**config.mk**
```make
export PLATFORM = sky130hd
export DESIGN_NAME = store_buffer
export DESIGN_NICKNAME = d
export VERILOG_FILES = /design/src/rtl/store_buffer.sv
export SDC_FILE = /design/constraint.sdc
export NUM_CORES = 1
export LEC_CHECK = 0
export ABC_AREA = 1
export CELL_PAD_IN_SITES_DETAIL_PLACEMENT = 2
export CELL_PAD_IN_SITES_GLOBAL_PLACEMENT = 2
export CORE_ASPECT_RATIO = 0.8
export CORE_MARGIN = 2
export CORE_UTILIZATION = 36
export CTS_CLUSTER_SIZE = 40
export DETAILED_ROUTE_END_ITERATION = 8
export PLACE_DENSITY_LB_ADDON = 0.1
export SETUP_SLACK_MARGIN = 0.02
export SLEW_MARGIN = 20
export SYNTH_ARGS = -nofsm -noshare
export SYNTH_HDL_FRONTEND = slang
export SYNTH_SLANG_ARGS = --single-unit
export TNS_END_PERCENT = 100
```
**constraint.sdc**
```tcl
create_clock -name clk -period 6.6 [get_ports clk]
set_input_delay 1.98 -clock clk [delete_from_list [all_inputs] [get_ports clk]]
set_output_delay 1.98 -clock clk [all_outputs]
set_load 0.005 [all_outputs]
```
**src/rtl/store_buffer.sv**
```systemverilog
// -----------------------------------------------------------------------------
// store_buffer
//   Posted-store FIFO sitting between the MEM-stage pipeline register and the
//   data memory. Stores (sb/sh/sw) are queued and retired in program order
//   whenever the shared memory address port is not needed by a load. A load
//   always wins the port unless its word address matches a buffered store. In
//   that case the load is held (ld_stall) while the buffer drains.
//   Misaligned stores and unknown funct3 values are rejected and reported with
//   a one-cycle registered pulse. A fence/CSR drain request blocks new stores
//   and all loads until the buffer is empty.
//
// Optional feature (macro STORE_FWD_EN):
//   When the newest matching entry is a sw, the load is served from that word.
//   This raises fwd_valid/fwd_data instead of stalling. The port keeps
//   draining the head entry meanwhile. Without the macro the fwd_* ports do not
//   exist and every conflict stalls.
//
// Ports:
//   clk, rst                      clock, synchronous active-high reset
//   st_valid/st_addr/st_data/st_funct3 -> st_ready   store request / accept
//   ld_valid/ld_addr/ld_funct3    -> ld_stall        load request / hold
//   drain_req                     fence/CSR drain request
//   empty                         buffer holds no entries
//   misaligned_st                 registered pulse for a rejected store
//   mem_wr_en/mem_addr/mem_wr_data/mem_funct3       data-memory port
//   fwd_valid/fwd_data            (STORE_FWD_EN only) forwarded load data
//
// Limits: MEM_SIZE and DEPTH must be powers of two. The conflict compare uses
// word-address bits [2 +: log2(MEM_SIZE)], which is the word address modulo
// MEM_SIZE.
// -----------------------------------------------------------------------------
module store_buffer #(
  parameter int DATA_WIDTH = 32,
  parameter int ADDR_WIDTH = 32,
  parameter int DEPTH      = 4,
  parameter int MEM_SIZE   = 64
) (
  input  logic                  clk,
  input  logic                  rst,
  input  logic                  st_valid,
  input  logic [ADDR_WIDTH-1:0] st_addr,
  input  logic [DATA_WIDTH-1:0] st_data,
  input  logic [2:0]            st_funct3,
  output logic                  st_ready,
  input  logic                  ld_valid,
  input  logic [ADDR_WIDTH-1:0] ld_addr,
  input  logic [2:0]            ld_funct3,
  output logic                  ld_stall,
  input  logic                  drain_req,
  output logic                  empty,
  output logic                  misaligned_st,
  output logic                  mem_wr_en,
  output logic [ADDR_WIDTH-1:0] mem_addr,
  output logic [DATA_WIDTH-1:0] mem_wr_data,
  output logic [2:0]            mem_funct3
`ifdef STORE_FWD_EN
  ,
  output logic                  fwd_valid,
  output logic [DATA_WIDTH-1:0] fwd_data
`endif
);

  localparam int PW = $clog2(DEPTH);
  localparam int CW = PW + 1;
  localparam int MW = $clog2(MEM_SIZE);
  localparam logic [CW-1:0] FULL_COUNT = CW'(DEPTH);

  // Entry storage; only the valid bits need reset.
  logic [ADDR_WIDTH-1:0] addr_q [DEPTH];
  logic [DATA_WIDTH-1:0] data_q [DEPTH];
  logic [2:0]            f3_q   [DEPTH];
  logic [DEPTH-1:0]      valid_q, valid_d;

  logic [PW-1:0] wr_ptr_q, wr_ptr_d;
  logic [PW-1:0] rd_ptr_q, rd_ptr_d;
  logic [CW-1:0] count_q, count_d;
  logic          mis_q, mis_d;

  logic          empty_s;
  logic          aligned_s;
  logic          push_s;
  logic          pop_s;
  logic          hit_s;
  logic          conflict_s;
  logic          drain_force_s;
  logic          load_grant_s;
  logic          fwd_hit_s;
  logic [PW-1:0] scan_idx_s;

`ifdef STORE_FWD_EN
  logic                  newest_sw_s;
  logic [DATA_WIDTH-1:0] newest_data_s;
`endif

  // sb: any address; sh: halfword aligned; sw: word aligned; anything else is rejected.
  function automatic logic is_aligned(input logic [2:0] f3, input logic [1:0] a);
    logic ok;
    case (f3)
      3'b000:  ok = 1'b1;
      3'b001:  ok = (a[0] == 1'b0);
      3'b010:  ok = (a == 2'b00);
      default: ok = 1'b0;
    endcase
    return ok;
  endfunction

`ifdef STORE_FWD_EN
  // Load funct3 values that can be served from a buffered word.
  function automatic logic fwd_f3_ok(input logic [2:0] f3);
    logic ok;
    case (f3)
      3'b000, 3'b001, 3'b010, 3'b100, 3'b101: ok = 1'b1;
      default:                                ok = 1'b0;
    endcase
    return ok;
  endfunction

  // Select the byte/halfword addressed by the load, then sign- or zero-extend it.
  function automatic logic [DATA_WIDTH-1:0] extract_load(input logic [DATA_WIDTH-1:0] w,
                                                         input logic [1:0] off,
                                                         input logic [2:0] f3);
    logic [DATA_WIDTH-1:0] s;
    logic [DATA_WIDTH-1:0] r;
    s = w >> {off, 3'b000};
    case (f3)
      3'b000:  r = {{(DATA_WIDTH-8){s[7]}}, s[7:0]};
      3'b001:  r = {{(DATA_WIDTH-16){s[15]}}, s[15:0]};
      3'b010:  r = s;
      3'b100:  r = {{(DATA_WIDTH-8){1'b0}}, s[7:0]};
      3'b101:  r = {{(DATA_WIDTH-16){1'b0}}, s[15:0]};
      default: r = '0;
    endcase
    return r;
  endfunction
`endif

  // Compare the load word address against every valid entry.
  // The scan runs oldest to newest, so the last match seen is the newest store.
  always_comb begin
    hit_s      = 1'b0;
    scan_idx_s = rd_ptr_q;
`ifdef STORE_FWD_EN
    newest_sw_s   = 1'b0;
    newest_data_s = '0;
`endif
    for (int i = 0; i < DEPTH; i++) begin
      scan_idx_s = rd_ptr_q + PW'(i);
      if (valid_q[scan_idx_s] && (addr_q[scan_idx_s][2 +: MW] == ld_addr[2 +: MW])) begin
        hit_s = 1'b1;
`ifdef STORE_FWD_EN
        newest_sw_s   = (f3_q[scan_idx_s] == 3'b010);
        newest_data_s = data_q[scan_idx_s];
`endif
      end else begin
        hit_s = hit_s;
      end
    end
  end

  // Port arbitration: loads first, the head store drains whenever the port is not granted.
  always_comb begin
    empty_s       = (count_q == '0);
    aligned_s     = is_aligned(st_funct3, st_addr[1:0]);
    st_ready      = (count_q < FULL_COUNT) && !drain_req;
    push_s        = st_valid && st_ready && aligned_s;
    conflict_s    = ld_valid && hit_s;
    drain_force_s = drain_req && !empty_s;
`ifdef STORE_FWD_EN
    fwd_hit_s     = conflict_s && newest_sw_s && fwd_f3_ok(ld_funct3) && !drain_force_s;
    fwd_valid     = fwd_hit_s;
    if (fwd_hit_s) begin
      fwd_data = extract_load(newest_data_s, ld_addr[1:0], ld_funct3);
    end else begin
      fwd_data = '0;
    end
`else
    fwd_hit_s     = 1'b0;
`endif
    load_grant_s  = ld_valid && !conflict_s && !drain_force_s;
    pop_s         = !empty_s && !load_grant_s;
    ld_stall      = drain_force_s || (conflict_s && !fwd_hit_s);
    empty         = empty_s;
    mem_wr_en     = pop_s;
    mem_wr_data   = data_q[rd_ptr_q];
    if (pop_s) begin
      mem_addr   = addr_q[rd_ptr_q];
      mem_funct3 = f3_q[rd_ptr_q];
    end else begin
      mem_addr   = ld_addr;
      mem_funct3 = ld_funct3;
    end
  end

  // Pointer, occupancy and valid-bit next state.
  always_comb begin
    wr_ptr_d = wr_ptr_q;
    rd_ptr_d = rd_ptr_q;
    valid_d  = valid_q;
    mis_d    = st_valid && !aligned_s;
    if (push_s) begin
      wr_ptr_d          = wr_ptr_q + PW'(1);
      valid_d[wr_ptr_q] = 1'b1;
    end else begin
      wr_ptr_d = wr_ptr_q;
    end
    if (pop_s) begin
      rd_ptr_d          = rd_ptr_q + PW'(1);
      valid_d[rd_ptr_q] = 1'b0;
    end else begin
      rd_ptr_d = rd_ptr_q;
    end
    case ({push_s, pop_s})
      2'b10:   count_d = count_q + CW'(1);
      2'b01:   count_d = count_q - CW'(1);
      default: count_d = count_q;
    endcase
  end

  // Control state; reset discards any pending entries.
  always_ff @(posedge clk) begin
    if (rst) begin
      wr_ptr_q <= '0;
      rd_ptr_q <= '0;
      count_q  <= '0;
      valid_q  <= '0;
      mis_q    <= 1'b0;
    end else begin
      wr_ptr_q <= wr_ptr_d;
      rd_ptr_q <= rd_ptr_d;
      count_q  <= count_d;
      valid_q  <= valid_d;
      mis_q    <= mis_d;
    end
  end

  // Entry payload capture on push.
  always_ff @(posedge clk) begin
    if (push_s) begin
      addr_q[wr_ptr_q] <= st_addr;
      data_q[wr_ptr_q] <= st_data;
      f3_q[wr_ptr_q]   <= st_funct3;
    end
  end

  assign misaligned_st = mis_q;

endmodule

```
==> results.cfg, run 1 <==
[clock_tree]
clk_path_buf_depth = 3
cts-root-buf = clkbuf_16
clk_pin_slew_worst_paths_ns = 0.07
cts_max_level = 1
cts_setup_buffers = 0
clock_latency_ns = 0.57
cts_made_buffers = 31
cts_hold_buffers = 0
cts_sinks = 282
cts_tree = done

[detailed_routing]
drtPass1Iterations = 4
routed_wl_um = 37300
drtAntennaViolNets = 0
viasPerCell = 5.19
via_count = 8883
wl_per_cell_um = 21.8
drc = 0
first_iter_violations = 364

[place]
pre_cts_slack_ns = 0.170
portBuffers = 178
gp_congestion = 0.763
place_area_mm2 = 0.0144
dp_hpwl_um = 23700

[power_and_ir_drop]
fin_total_pwr_mw = 5.94
p_per_area_mw_per_mm2 = 387
power.leakage_nw = 5.59
peakVddDrop_v = 0.000210

[worst_setup_path]
cpMostUsedCell = nand2_1
required_ns = 4.62
path_class = input port to output pin
start_kind = input port
cpPeakStageDelay_ns = 0.53
reg2reg_depth = 21
rr_startpoint = rd_ptr_q[1]
cp_max_fo = 23
critPathLaunch = ld_addr[6]
critPathCaptureType = output pin
slowest_stage = clkdlybuf4s50_1
cp_cell_sequence = clkdlybuf4s50_1, inv_1, nand3_1, nand2_1, nor2_1, nand2_1, nor2_1, nor2_2, nand3_4, nand2_4, buf_12, nand2_1, o21ai_1, clkdlybuf4s50_1
arrival_ns = 4.35

[flow_run]
maxCapViolations = 0

[global_routing]
antenna_found_initial = 5
grt_pass1_wl_um = 57400
grt_pass1_vias = 9819
grt_usage = 0.211
grt_max_degree = 97
overflow = 0

[sta]
fin_crit_sh = 0.959
slew_violations = 0
setup_tns_ns = 0
final-hold-violation-count = 0
fmax_ghz = 0.158
slew_headroom = 0.288
fin_ws_ns = 0.272
worst_slew_pin_slew_ns = 1.07
rsz0062_at_grt = false
fin_skew_ns = 0.0120
finalSetupViolCount = 0
period_needed_ns = 6.33

[logic_synthesis]
syn_nets = 1195
synthesis.area_mm2 = 0.0121
synth_cell_type_count = 30
avgSynthCellArea_um2 = 11.2
yosysSeqAreaShare = 0.688
synth_cells = 1078
yosys_warnings = 0
synth_seq_cells = 282

[hold_path]
worstHoldStart = count_q[2]
hold_path_depth = 2
hold_path_class = flop to flop

[floorplanning]
start_util = 0.362
die_h_um = 168
io_pins = 179
fp.dieW_um = 209
core_mm2 = 0.0334
row_count = 60
dieArea_mm2 = 0.0351

[run_status]
status = complete, no violations

[cells_and_area]
nNetsFinal = 1366
area_growth_pct = 27.0
drive_above_1_share = 0.0636
finalInstanceArea_mm2 = 0.0154
-- sequential cells by signal, indices dropped and copies added, names as in the netlist, named ones only --
| register | count |
|---|---|
| addr_q | 128 |
| valid_q | 4 |
| misaligned_st | 1 |
| data_q | 128 |
| rd_ptr_q | 2 |
| f3_q | 12 |
| wr_ptr_q | 2 |
| count_q | 3 |
-- path summary, 6_finish.rpt --
kind | to | slack, ns
setup reg to reg | count_q[2] | 2.77
setup / recovery | mem_addr[23] | 0.27
hold reg to reg | count_q[2] | 0.51
hold / removal | count_q[2] | 0.51
-- through the flow --
stage / hold WS [ns] / instances / utilization
CTS: 0.513 / 1707 / 0.459
floorplan: 0.452 / 1078 / -
global route: 0.565 / 1709 / 0.460
global placement: 0.473 / 1649 / 0.430
detailed placement: 0.502 / 1649 / 0.430
finish: 0.513 / 1710 / 0.460
-- cell families (layout without fill, tap and decap cells) --
kind of cell | after synthesis | in the layout | synth area share
adders and majority gates | 10 | 10 | 0.0110
other | 0 | 2 | 0
AOI/OAI and AO/OA | 210 | 210 | 0.103
DFF | 282 | 282 | 0.688
and+or+nand+nor | 483 | 483 | 0.161
buffers and inverters | 93 | 289 | 0.0376
-- cells in the mapped netlist, drive strengths merged --
cell type,instances,area share
o21ai,109,0.045
o211ai,1,0.00062
a21oi,38,0.016
clkbuf,29,0.0090
nand3b,1,0.00062
buf,30,0.017
o22ai,32,0.017
inv,33,0.011
clkinv,1,0.00031
a32o,29,0.024
a22o,1,0.00072
nand3,80,0.034
edfxtp,268,0.66
fa,1,0.0017
ha,9,0.0093
nand2,299,0.094
nor2,102,0.032
nor3,1,0.00041
dfxtp,14,0.023
-- layer usage --
metal / vias up / GRT usage / routed length (um) / share of wire
met5: - / 0 / 27 / 0.00072
met4: 4 / 0.0481 / 678 / 0.018
met3: 50 / 0.0369 / 1340 / 0.036
met2: 147 / 0.371 / 18400 / 0.49
met1: 4486 / 0.274 / 16800 / 0.45
li1: 4196 / - / - / -
-- power by group --
part / switching [mW] / internal [mW] / leakage, nW / total, mW
clock network: 0.721 / 0.948 / 0.486 / 1.67
logic: 1.26 / 0.972 / 2.57 / 2.23
registers: 0.0525 / 1.99 / 2.53 / 2.04
total: 2.03 / 3.91 / 5.59 / 5.94
-- cell type report --
type	count	area [um^2]
diodes	2	5.00
clock buffers	37	798
clock inverters	21	178
fillers	3384	18000
inverters	34	136
multi-input cells	703	3350
flip-flops and latches	282	8330
well taps	434	543
repair buffers	197	2030
-- worst max-delay path, delay by kind of cell --
kind	cells	cell delay, ns
AO/OA/AOI/OAI	1	0.10
buffers and inverters	4	1.37
AND/OR/NAND/NOR	9	0.86
-- cell usage in the layout, fill, tap and decap left out, types with 2 or more instances in the layout --
cell	n
nand2_1	297
edfxtp_1	268
clkdlybuf4s50_1	174
nor2_1	96
nand3_1	79
o21ai_0	74
a21oi_1	38
o21ai_1	35
o22ai_1	32
clkbuf_16	32
a32o_1	29
inv_1	27
dfxtp_1	13
buf_4	12
clkinv_2	9
ha_1	9
clkinv_1	7
clkbuf_1	6
buf_12	6
inv_6	4
nor2_4	4
dlymetal6s2s_1	4
inv_2	3
diode_2	2
nor2_2	2
bufinv_16	2
-- timing repair --
item                                    4_1_cts  5_1_grt
hold endpoints to repair                      0        0
endpoints found under the setup margin        0       26
resized for setup                             0        4
Power figures use the tool's default switching activity.
==> inputs of run 2 (changes only) <==
Settings changed: SLEW_MARGIN 20 to unset.
==> results of run 2 <==
Final layout, timing and power as in run 1 (identical DEF).
==> inputs of run 3 (changes only) <==
Settings changed: CORE_ASPECT_RATIO 0.8 to unset, PLACE_DENSITY set to 0.8, PLACE_DENSITY_LB_ADDON 0.1 to unset.
==> results.cfg, run 3 (synthesized netlist as in run 1, its figures left out) <==
[run_status]
status = complete, no violations

[worst_setup_path]
required_ns = 4.62
cp_cell_sequence = dlymetal6s2s_1, buf_4, nand2_1, nand2_1, nor2_1, nand2_1, nor2_1, nor2_2, nand3_4, nand2_8, buf_12, nand2_1, o21ai_1, clkdlybuf4s50_1
start_kind = input port
critical_path_buf_inv_count = 4
critPathCaptureType = output pin
slowest_stage = clkdlybuf4s50_1
critPathTopFamily = buffers and inverters
cp_max_fo = 30
arrival_ns = 4.17
cpPeakStageDelay_ns = 0.54
path_class = input port to output pin
cpMostUsedCell = nand2_1

[cells_and_area]
top_regs = addr_q: 128 flops, data_q: 128 flops, f3_q: 12 flops
drive_above_1_share = 0.0690
final_common_cell = nand2_1
layout_common_cells = nand2_1, edfxtp_1, clkdlybuf4s50_1
nNetsFinal = 1368
area_growth_pct = 26.8

[power_and_ir_drop]
peakVddDrop_v = 0.000218
power.leakage_nw = 5.59
p_per_area_mw_per_mm2 = 382

[detailed_routing]
wl_met1_um = 15200
viasPerCell = 5.18
met2_length_um = 19800
routed_wl_um = 37400
first_iter_violations = 389
top_layer_used = met4
dr_wl_met3_um = 1700
via_count = 8940
drtAntennaViolNets = 0
drc = 0
drtPass1Iterations = 4
wl_per_cell_um = 21.7

[global_routing]
grt_usage = 0.212
grt_pass1_vias = 9989
overflow = 0
antenna_found_initial = 1
grt_max_degree = 67
grt_pass1_wl_um = 57700

[sta]
slew_violations = 0
setup_tns_ns = 0
fmax_ghz = 0.163
finalSetupViolCount = 0
fin_skew_ns = 0.0113
period_needed_ns = 6.15
worst_slew_pin_slew_ns = 0.744
rsz0062_at_grt = false
slew_headroom = 0.504
fin_crit_sh = 0.932
final-hold-violation-count = 0
fin_ws_ns = 0.451

[place]
gp_congestion = 0.766
portBuffers = 178
dp_hpwl_um = 24600
pre_cts_slack_ns = 0.0666

[flow_run]
maxCapViolations = 0

[floorplanning]
dieArea_mm2 = 0.0351
core_mm2 = 0.0333
row_count = 67
fp.dieW_um = 187
die_h_um = 187
io_pins = 179
start_util = 0.364

[clock_tree]
clock_latency_ns = 0.56
cts_sinks = 282
cts-root-buf = clkbuf_16
cts_max_level = 1
cts_made_buffers = 30
clk_path_buf_depth = 3
clk_pin_slew_worst_paths_ns = 0.06
cts_tree = done

[hold_path]
hold_path_class = flop to flop
[run 3: changes by cell type in the layout (fill, tap and decap cells not counted), sizes merged]
cell / change
clkinv: +3
inv: -3
clkdlybuf4s50: -2
dlymetal6s2s: +2
clkbuf: -3
buf: +4
[run 3: where the power goes]
part	internal, mW	total [mW]	switching, mW
Clock	0.913	1.60	0.691
Combinational	0.956	2.23	1.27
Sequential	1.99	2.03	0.0361
[run 3: area by class of cell]
class / instances / area (um^2)
fill: 3410 / 17900
sequential: 282 / 8330
multi-input combinational: 703 / 3360
timing repair buffer: 200 / 2010
clock buffer: 35 / 769
tap: 448 / 561
clock inverter: 21 / 168
inverter: 34 / 136
antenna: 2 / 5.00
[run 3: metal layers]
layer | vias up | GRT usage
li1 | 4195 | -
met1 | 4516 | 0.249
met2 | 175 | 0.396
met3 | 54 | 0.0383
met4 | 0 | 0.0568
met5 | - | 0
[run 3: timing repair]
item,CTS,global route
pin swaps,0,1
endpoints found under the setup margin,1,33
setup buffers,0,1
hold buffers,0,0
resized for setup,1,10
[run 3: worst register-to-register path: cells and delay by family (launching register included)]
kind                     cells  cell delay (ns)
AND/OR/NAND/NOR              9             1.02
adder cells (fa/ha/maj)      3             0.90
buffers and inverters        5             0.75
AO/OA/AOI/OAI                4             0.57
flip-flops                   1             0.40
[run 3: path summary, 6_finish.rpt]
| kind | start | endpoint | slack, ns | depth (start not counted) |
|---|---|---|---|---|
| worst max register to register | rd_ptr_q[0] | count_q[2] | 2.88 | 21 |
| worst min register to register | count_q[2] | count_q[2] | 0.53 | 2 |
| worst min-delay path | count_q[2] | count_q[2] | 0.53 | 2 |
| worst max-delay path | ld_addr[6] | mem_addr[27] | 0.45 | 14 |
[run 3: per-stage QoR]
stage / area, um^2 / util / power (mW) / hold WS [ns] / cells
global route: 15300 / 0.461 / 6.20 / 0.566 / 1724
detailed placement: 14400 / 0.432 / 4.30 / 0.499 / 1666
finish: 15300 / 0.461 / 5.86 / 0.535 / 1725
CTS: 15300 / 0.460 / 5.93 / 0.536 / 1722
global placement: 14400 / 0.432 / 4.21 / 0.484 / 1666
floorplan: 12100 / - / 3.24 / 0.452 / 1078
